===== src/rtl/pc_seq_pkg.sv =====
// Shared types for the program-counter sequencer: command priority encoding
// and the default reset vector.
package pc_seq_pkg;

    typedef enum logic [2:0] {
        NONE = 3'd0,
        INC  = 3'd1,
        SKIP = 3'd2,
        LOAD = 3'd3,
        CALL = 3'd4,
        RET  = 3'd5
    } cmd_e;

    localparam int RESET_VEC_DEFAULT = 0;

    // Highest-priority command wins; en=0 suppresses everything.
    function automatic cmd_e decode_cmd(input logic en, input logic ret, input logic call,
                                        input logic load_pc, input logic skip,
                                        input logic inc_pc);
        if (!en)          return NONE;
        else if (ret)     return RET;
        else if (call)    return CALL;
        else if (load_pc) return LOAD;
        else if (skip)    return SKIP;
        else if (inc_pc)  return INC;
        else              return NONE;
    endfunction

endpackage


===== src/rtl/pc_seq_stack.sv =====
// Return-address LIFO. Only the depth count is reset; entry storage is not.
module pc_seq_stack
    import pc_seq_pkg::*;
#(
    parameter int ADDR_W      = 8,
    parameter int STACK_DEPTH = 4
) (
    input  logic              clk,
    input  logic              reset,
    input  logic              push,
    input  logic              pop,
    input  logic [ADDR_W-1:0] push_data,
    output logic [ADDR_W-1:0] top,
    output logic              empty,
    output logic              full
);

    localparam int DW = $clog2(STACK_DEPTH + 1);
    localparam int IW = (STACK_DEPTH > 1) ? $clog2(STACK_DEPTH) : 1;

    logic [DW-1:0]     depth;
    logic [ADDR_W-1:0] mem [STACK_DEPTH];

    assign empty = (depth == '0);
    assign full  = (depth == DW'(STACK_DEPTH));
    assign top   = mem[IW'(depth - DW'(1))];

    // Callers guarantee push/pop are exclusive and never push-full / pop-empty.
    always_ff @(posedge clk or posedge reset) begin
        if (reset)
            depth <= '0;
        else if (push)
            depth <= depth + DW'(1);
        else if (pop)
            depth <= depth - DW'(1);
    end

    always_ff @(posedge clk) begin
        if (push)
            mem[IW'(depth)] <= push_data;
    end

endmodule


===== src/rtl/pc_sequencer.sv =====
// Program counter with call/return stack and fixed command priority.
// Optional sticky overflow/underflow flags under `define PC_SEQUENCER_ERR_EN.
module pc_sequencer
    import pc_seq_pkg::*;
#(
    parameter int              ADDR_W      = 8,
    parameter int              STACK_DEPTH = 4,
    parameter logic [ADDR_W-1:0] RESET_VEC = ADDR_W'(RESET_VEC_DEFAULT)
) (
    input  logic              clk,
    input  logic              reset,
    input  logic              en,
    input  logic              load_pc,
    input  logic              call,
    input  logic              ret,
    input  logic              skip,
    input  logic              inc_pc,
    input  logic [ADDR_W-1:0] target,
    input  logic              clr_err,
    output logic [ADDR_W-1:0] pc_out,
    output logic              stack_empty,
    output logic              stack_full,
    output logic              ovf_err,
    output logic              unf_err
);

    cmd_e              cmd;
    logic              push, pop;
    logic [ADDR_W-1:0] stack_top;

    assign cmd  = decode_cmd(en, ret, call, load_pc, skip, inc_pc);
    assign push = (cmd == CALL) && !stack_full;
    assign pop  = (cmd == RET)  && !stack_empty;

    pc_seq_stack #(
        .ADDR_W      (ADDR_W),
        .STACK_DEPTH (STACK_DEPTH)
    ) u_stack (
        .clk       (clk),
        .reset     (reset),
        .push      (push),
        .pop       (pop),
        .push_data (pc_out + ADDR_W'(1)),
        .top       (stack_top),
        .empty     (stack_empty),
        .full      (stack_full)
    );

    always_ff @(posedge clk or posedge reset) begin
        if (reset) begin
            pc_out <= RESET_VEC;
        end else begin
            case (cmd)
                INC:  pc_out <= pc_out + ADDR_W'(1);
                SKIP: pc_out <= pc_out + ADDR_W'(2);
                LOAD: pc_out <= target;
                CALL: if (push) pc_out <= target;
                RET:  if (pop)  pc_out <= stack_top;
                default: ;
            endcase
        end
    end

`ifdef PC_SEQUENCER_ERR_EN
    // clr_err bypasses en and beats a same-cycle set.
    always_ff @(posedge clk or posedge reset) begin
        if (reset) begin
            ovf_err <= 1'b0;
            unf_err <= 1'b0;
        end else if (clr_err) begin
            ovf_err <= 1'b0;
            unf_err <= 1'b0;
        end else begin
            if (cmd == CALL && stack_full)  ovf_err <= 1'b1;
            if (cmd == RET  && stack_empty) unf_err <= 1'b1;
        end
    end
`else
    logic unused_clr_err;
    assign unused_clr_err = clr_err;
    assign ovf_err = 1'b0;
    assign unf_err = 1'b0;
`endif

endmodule


===== config.mk =====
export PLATFORM = sky130hd
export DESIGN_NAME = pc_sequencer
export DESIGN_NICKNAME = d
export VERILOG_FILES = /design/src/rtl/pc_seq_pkg.sv /design/src/rtl/pc_seq_stack.sv /design/src/rtl/pc_sequencer.sv
export SDC_FILE = /design/constraint.sdc
export NUM_CORES = 1
export LEC_CHECK = 0
export CAP_MARGIN = 40
export CORE_MARGIN = 2
export CORE_UTILIZATION = 55
export CTS_BUF_LIST = sky130_fd_sc_hd__clkbuf_4 sky130_fd_sc_hd__clkbuf_8 sky130_fd_sc_hd__clkbuf_16
export CTS_CLUSTER_DIAMETER = 50
export DETAILED_ROUTE_END_ITERATION = 8
export PLACE_DENSITY = 0.82
export SETUP_SLACK_MARGIN = 0.3
export SYNTH_ARGS = -nofsm -noshare
export SYNTH_HDL_FRONTEND = slang
export SYNTH_SLANG_ARGS = --single-unit

===== constraint.sdc =====
create_clock -name clk -period 3.84 [get_ports clk]
set_clock_uncertainty 0.05 [all_clocks]
set_input_delay 0.576 -clock clk [delete_from_list [all_inputs] [get_ports clk]]
set_output_delay 0.576 -clock clk [all_outputs]
set_load 0.02 [all_outputs]

Yosys cells after proc, flatten, opt, wreduce, memory -nomap -nowiden
Memory sizes are Yosys's and may differ from the RTL's.
Cells that the tools add are included.
- add/subtract/negate cells: 4
- eq/ne operators: 8
- mux-type cells: 13
- reduce and logical (&&, ||, !) cells: 8
- operators with widths (cell ; number):
    case mux 8 bit (5 select lines) ; 1
    two-way mux 8 bit ; 2
    two-way mux 3 bit ; 5
    == test 3 bit (second input constant) ; 3
    adder 8 x 1 -> 8 bit (second input constant) ; 1
    adder 8 x 2 -> 8 bit (second input constant) ; 1
    == test 3 x 2 -> 1 bit (second input constant) ; 2
    nonzero test 5 bit ; 1
    two-way mux 2 bit ; 2
    != test 2 bit (second input constant) ; 2
    adder 3 x 1 -> 3 bit (second input constant) ; 1
    == test 3 x 1 -> 1 bit (second input constant) ; 1
    logical NOT 3 bit ; 1
    two-way mux 1 bit ; 3
    AND reduction 3 bit ; 1
    subtractor 3 x 1 -> 3 bit (second input constant) ; 1
    logical AND 1 bit ; 2
    logical NOT 1 bit ; 2
    nonzero test 2 bit ; 1
- bits in registers: 11
- memory bits (writable): 32
- output and inout bits: 12
- logic and storage cells: 36
- memories kept: 1
- memory list (memory ; words ; bits a word ; read ports ; clocked after Yosys merged registers in ; wr ports ; RTL line ; text):
    u_stack.mem ; 4 ; 8 ; 1 ; 0 ; 1 ; pc_seq_stack.sv:22 ; logic [ADDR_W-1:0] mem [STACK_DEPTH];

Logic depth before layout (Yosys ltp)
Gate-level depths: netlist (run 1).
- depth in word-level cells: 10
- depth in mapped cells: 9
- mapped depth without buffers: 7

Modules after synthesis
Synthesis (run 1) repeated with hierarchy kept, for this count alone.
- cell total of the unflattened synthesis: 191
- area, all modules: 2352.3 um2
- modules (own cells, without submodules) (module ; times used ; cells each ; area an instance (um2) ; seq. area each (um2)):
    pc_seq_stack ; 1 ; 71 ; 1432.6 ; 1036.0
    pc_sequencer ; 1 ; 120 ; 919.6 ; 200.2

Worst setup path after synthesis (run 1)
Ideal clock, no wire load.
- path type: reg-to-reg
- start: register u_stack.depth[0]
- end: register pc_out[4]
- setup time: 135 ps
- data arrival time: 1935 ps
- data required time: 3655 ps
- path slack: 1721 ps
- cell stages (with the launch flop): 9
- path buffers: 2
- period minus slack after synthesis: 2119 ps
- cell sequence: dfrtp_1 -> inv_1 -> ha_1 -> buf_2 -> buf_4 -> mux2i_1 -> o22ai_1 -> a2111oi_0 -> o31ai_1
- word-level cells in the longest chain between the ends: 5
- elaborated cells between the ends (all ways): 13
- classes of those cells: 1 x add/sub; 3 x eq/ne; 2 x mux; 6 x reduce/logical; 1 x memory
- RTL lines (what ; RTL line ; text):
    from (decl) ; pc_seq_stack.sv:21 ; logic [DW-1:0] depth;
    from (signal assigned) ; pc_seq_stack.sv:33 ; depth <= depth + DW'(1);
    from (signal assigned) ; pc_seq_stack.sv:35 ; depth <= depth - DW'(1);
    parallel branches: the longest is 5 deep, another holds memory read (4 x 8 bit) ; -- ;
    to (signal assigned) ; pc_sequencer.sv:54 ; INC: pc_out <= pc_out + ADDR_W'(1);
    to (signal assigned) ; pc_sequencer.sv:55 ; SKIP: pc_out <= pc_out + ADDR_W'(2);
    to (signal assigned) ; pc_sequencer.sv:56 ; LOAD: pc_out <= target;
    to (decl) ; pc_sequencer.sv:20 ; output logic [ADDR_W-1:0] pc_out,
Several ways; the timed one is not identified. The select of a mux whose other input is x is not followed.
A chain may end at the register's enable or synchronous reset.

Worst setup path in the final report (run 1)
- start: register u_stack.depth[0]
- end: output port stack_empty
- word-level cells in the longest chain between the ends: 1
- RTL lines (what ; RTL line ; text):
    logical NOT 3 bit ; pc_seq_stack.sv:24 ; assign empty = (depth == '0);
    to (decl) ; pc_sequencer.sv:21 ; output logic stack_empty,
No other way between the ends.

==> results of run 1 <==
## worst max-delay path: cells and delay by family, from the launching register on
kind          cells  cell delay, ps
flops             1             480
fa+ha+maj         1             230
buf+inv           2             830
simple gates      1             220
## logic make-up after synthesis
family | share of synthesized area (%)
compound gates | 13.4
flops | 54.4
buf+inv | 3.36
simple gates | 11.9
xor+xnor | 5.01
other cells | 0.165
mux | 7.88
fa+ha+maj | 3.86
## flip-flops by register name, summed over array words and instances, names as in the netlist
name,cells
u_stack.mem,32
pc_out,8
u_stack.depth,3
## worst max-delay path by stage
stage                          start           endpoint  slack (ps)
floorplan           u_stack.depth[0]          pc_out[4]        1720
global placement                 ret  u_stack.mem[2][6]        1010
global route        u_stack.depth[0]          pc_out[5]         950
CTS                 u_stack.depth[0]          pc_out[5]        1130
detailed placement               ret  u_stack.mem[1][6]         920
finish              u_stack.depth[0]        stack_empty        1150
## report_power, final
part	leakage, nW	switching [mW]	total, mW	internal (mW)
combinational	0.496	0.426	0.794	0.368
clock	0.0408	0.169	0.300	0.130
sequential	0.421	0.104	0.747	0.643
## cell type report
cell class                 count  area, µm²
multi-input combinational    132        962
fill                         273       1380
clock buffer                   5       68.8
clock inverter                 3       23.8
tap                           50       62.6
inverter                       4       15.0
timing repair buffer          25        250
sequential                    43       1240
## layer usage
layer | share of wire (%) | GRT usage (%) | vias up | wire length, µm
li1 | - | - | 740 | -
met1 | 45 | 30.9 | 715 | 2050
met2 | 48 | 33.6 | 44 | 2170
met3 | 5.4 | 4.44 | 5 | 242
met4 | 1.2 | 6.75 | 0 | 53
met5 | 0 | 0 | - | 0
## synthesized netlist by cell type, drive strengths merged, types with 2 or more instances
cell type / number / area (µm²)
and3: 2 / 12.5
a2111oi: 2 / 17.5
ha: 7 / 87.6
o31ai: 4 / 35.0
a211oi: 3 / 22.5
dfrtp: 11 / 275
mux2i: 10 / 100
xor2: 5 / 43.8
o41ai: 2 / 25.0
o22ai: 3 / 18.8
o21ai: 9 / 48.8
xnor2: 8 / 70.1
nor2: 21 / 86.3
nor2b: 4 / 25.0
nand3b: 4 / 30.0
inv: 4 / 15.0
and2: 4 / 25.0
a21oi: 3 / 15.0
edfxtp: 32 / 961
nand2: 10 / 37.5
nand3: 6 / 30.0
a21o: 3 / 23.8
mux4: 2 / 45.0
buf: 9 / 61.3
a22o: 2 / 17.5
mux2: 3 / 33.8
==> out/metrics.yaml, run 1 <==
synth:
  async_reset_ff_share_pct: 25.6
  synth-main-ff-cell: "edfxtp_1"
  synthCells: 187
  synth_area_mm2: 0.00227
  synth_edf_count: 32
  yosys_warnings: 0
  syn_area_per_cell_um2: 12.1
  ys_types: 48
  synth_seq_cells: 43
  seq_area_frac_synth_pct: 54.4
placed_design:
  finalWeightedCongestion: 0.853
  hpwl_um: 3310
  dp_cells: 254
  portBuffers: 25
  placed_area_mm2: 0.00253
  place_ws_ps: 919
die:
  io_pins: 29
  core_mm2: 0.00400
  die_height_um: 68.3
  die_x_um: 68.3
  dieArea_mm2: 0.00466
  start_util_pct: 56.8
  rows: 23
worst_setup_path:
  max_stage_delay_ps: 640
  path_max_fanout: 7
  critPathLaunchType: "flop"
  arrival_ps: 2060
  reg2reg_slack_ps: 1180
  crit_type: "reg2out"
  critPathRequiredTime_ps: 3210
  cp_slowest_cell: "clkdlybuf4s50_1"
  critPathCaptureType: "primary output"
  regToRegEndpoint: "pc_out[5]"
  path_cells: "inv_1 > ha_1 > nor2b_1 > clkdlybuf4s50_1"
  reg2regPathDepth: 6
  worstReg2RegStart: "u_stack.depth[0]"
drt:
  num_vias: 1504
  wl_per_cell_um: 17.2
  drt_iter0_drc: 52
  drtPass1Iterations: 4
  viasPerCell: 5.74
  drc_errors: 0
  routed_wl_um: 4520
  ant_nets: 0
global_routing:
  grt_pass1_wl_um: 7100
  overflow: 0
  grt_max_degree: 17
  antenna_found_initial: 0
  track_usage_pct: 21.7
  grt_pass1_vias: 1371
sta:
  timing.fmax_mhz: 372
  slew_headroom_pct: 49.5
  final-setup-viol-count: 0
  slew_violations: 0
  layout_setup_ws_ps: 1150
  min_period_ps: 2690
  hold_viol: 0
  rsz0062_at_grt: "false"
  hold_slack_ps: 510
  finalCritPeriodShare_pct: 70.0
  worst_pin_slew_ps: 758
  fin_tns_setup_ps: 0
cts:
  clockRootBuffer: "clkbuf_8"
  ctsHoldBuffers: 0
  clock_latency_ps: 300
  htree_levels: 2
  cts_tree: "done"
  cts_sinks: 43
  numCtsBuffers: 5
  cts_setup_buffers: 0
  ctsResizeCount: 0
  clockBufferDepth: 2
  clkTransAtPathRegs_ps: 90
min_path:
  hp-start: "u_stack.depth[1]"
  worstHoldPathCells: 1
  hold_end: "u_stack.depth[1]"
  min_path_type: "reg2reg"
final_layout:
  final_cell_mix: "edfxtp_1, clkdlybuf4s50_1, nor2_1"
  antennaDiodeCount: 0
  area_delta_synth_final_pct: 15.3
  mostFrequentLayoutCell: "edfxtp_1"
  fin_area_mm2: 0.00262
  layout-drive-gt1-share_pct: 8.49
  utilization_pct: 65.5
  nets: 235
  layoutNonFillerInstCount: 262
run_status:
  status: "finished clean"
power_and_ir_drop:
  cellPowerDensity_mw_per_mm2: 703
  ir_drop_uv: 512
  cellLeakagePower_nw: 0.957
  power_mw: 1.84
job:
  maxCapViolCount: 0
Power figures use the tool's default switching activity.
==> run 2: changes to the inputs <==
clock period = 2.64 ns   (was 3.84 ns; I/O delays follow)
==> out/metrics.yaml, run 2 (synthesized netlist as in run 1, its figures left out) <==
worst_setup_path:
  critPathLaunchType: "input pin"
  critPathRequiredTime_ps: 2600
  cp.buffers_inverters: 2
  arrival_ps: 2200
  crit_type: "in2reg"
  crit_start: "ret"
  worstReg2RegStart: "u_stack.depth[0]"
  critPathCaptureType: "flop"
  cp_slowest_cell: "clkdlybuf4s50_1"
  reg2regPathDepth: 8
  critPathTopFamily: "simple AND/OR/NAND/NOR gates"
  path_max_fanout: 11
  max_stage_delay_ps: 620
  reg2reg_slack_ps: 420
  path_cells: "clkdlybuf4s50_1 > nor2b_1 > nand2_1 > nor2_1 > and2_1 > buf_4"
  regToRegEndpoint: "pc_out[7]"
cts:
  clockBufferDepth: 2
  clockRootBuffer: "clkbuf_8"
  htree_levels: 2
  clock_latency_ps: 300
  cts_tree: "done"
  ctsResizeCount: 3
  cts_sinks: 43
  numCtsBuffers: 5
  clkTransAtPathRegs_ps: 80
  ctsHoldBuffers: 0
  cts_setup_buffers: 0
sta:
  hold_slack_ps: 358
  slew_violations: 0
  layout_setup_ws_ps: 393
  timing.fmax_mhz: 445
  fin_tns_setup_ps: 0
  final-setup-viol-count: 0
  hold_viol: 0
  finalCritPeriodShare_pct: 85.1
  rsz0062_at_grt: "true"
  min_period_ps: 2250
placed_design:
  portBuffers: 25
  hpwl_um: 3420
  finalWeightedCongestion: 0.894
  place_ws_ps: 96.0
global_routing:
  grt_pass1_vias: 1512
  grt_max_degree: 17
  antenna_found_initial: 0
  grt_pass1_wl_um: 7560
  track_usage_pct: 23.1
  overflow: 0
power_and_ir_drop:
  clkPwrFrac_pct: 20.7
  power_switching_mw: 1.02
  cellPowerDensity_mw_per_mm2: 1070
  p_sw_share_pct: 35.0
  power_frac_seq_pct: 37.3
  ir_drop_uv: 635
  combPwrFrac_pct: 42.0
  internal-power_mw: 1.90
  cellLeakagePower_nw: 1.03
die:
  die_x_um: 68.3
  die_height_um: 68.3
  core_mm2: 0.00400
  io_pins: 29
  rows: 23
  start_util_pct: 56.8
  dieArea_mm2: 0.00466
run_status:
  status: "finished clean"
final_layout:
  top_register: "u_stack.mem"
  nets: 242
  top_regs: "u_stack.mem (32), pc_out (8), u_stack.depth (3)"
  antennaDiodeCount: 0
  mostFrequentLayoutCell: "edfxtp_1"
  final_cell_mix: "edfxtp_1, clkdlybuf4s50_1, nor2_1"
  layout-drive-gt1-share_pct: 11.9
  largest_reg_flops: 32
  nFillCells: 282
  area_delta_synth_final_pct: 20.1
drt:
  ant_nets: 0
  viasPerCell: 5.88
  wl_per_cell_um: 17.6
  drt_iter0_drc: 108
  drc_errors: 0
  num_vias: 1581
  drtPass1Iterations: 4
  routed_wl_um: 4720
min_path:
  min_path_type: "in2async"
job:
  maxCapViolCount: 0
-- run 2: how the worst max path moves through the flow --
stage          slack, ps                end  cells past startpoint
2_1_floorplan        520          pc_out[4]                      8
3_3_place_gp         230  u_stack.mem[2][6]                      6
3_5_place_dp         100  u_stack.mem[1][7]                      6
4_1_cts              400          pc_out[7]                      8
5_1_grt              290  u_stack.mem[3][1]                      6
6_report             390  u_stack.mem[3][6]                      6
-- run 2: layout make-up --
cell class	count	area [µm²]	share of cell area, %
clock buffer	5	68.8	2.52
clock inverter	3	67.6	2.48
inverter	4	15.0	0.550
multi-input combinational	132	963	35.3
sequential	43	1240	45.4
tap	50	62.6	2.29
timing repair buffer	32	313	11.5
-- run 2: power groups by stage --
stage	registers, mW	logic (mW)	clock network (mW)
after floorplan	1.12	0.788	0
after global placement	1.09	1.17	0
after detailed placement	1.10	1.22	0
after CTS	1.09	1.22	0.609
after global routing	1.11	1.32	0.634
final	1.09	1.22	0.604
-- run 2: metrics by stage --
step           util (%)  power [mW]  instances  instance area [µm²]
2_1_floorplan         -        1.91        188                 2270
3_3_place_gp       64.8        2.26        261                 2590
3_5_place_dp       64.8        2.32        261                 2590
4_1_cts            68.2        2.92        269                 2730
5_1_grt            68.2        3.07        269                 2730
6_report           68.2        2.92        269                 2730
-- run 2: layer usage --
metal  part of all wire (%)  track usage (%)
met5                      0                0
met4                    1.5             8.50
met3                    6.5             5.43
met2                     49             36.0
met1                     43             31.5
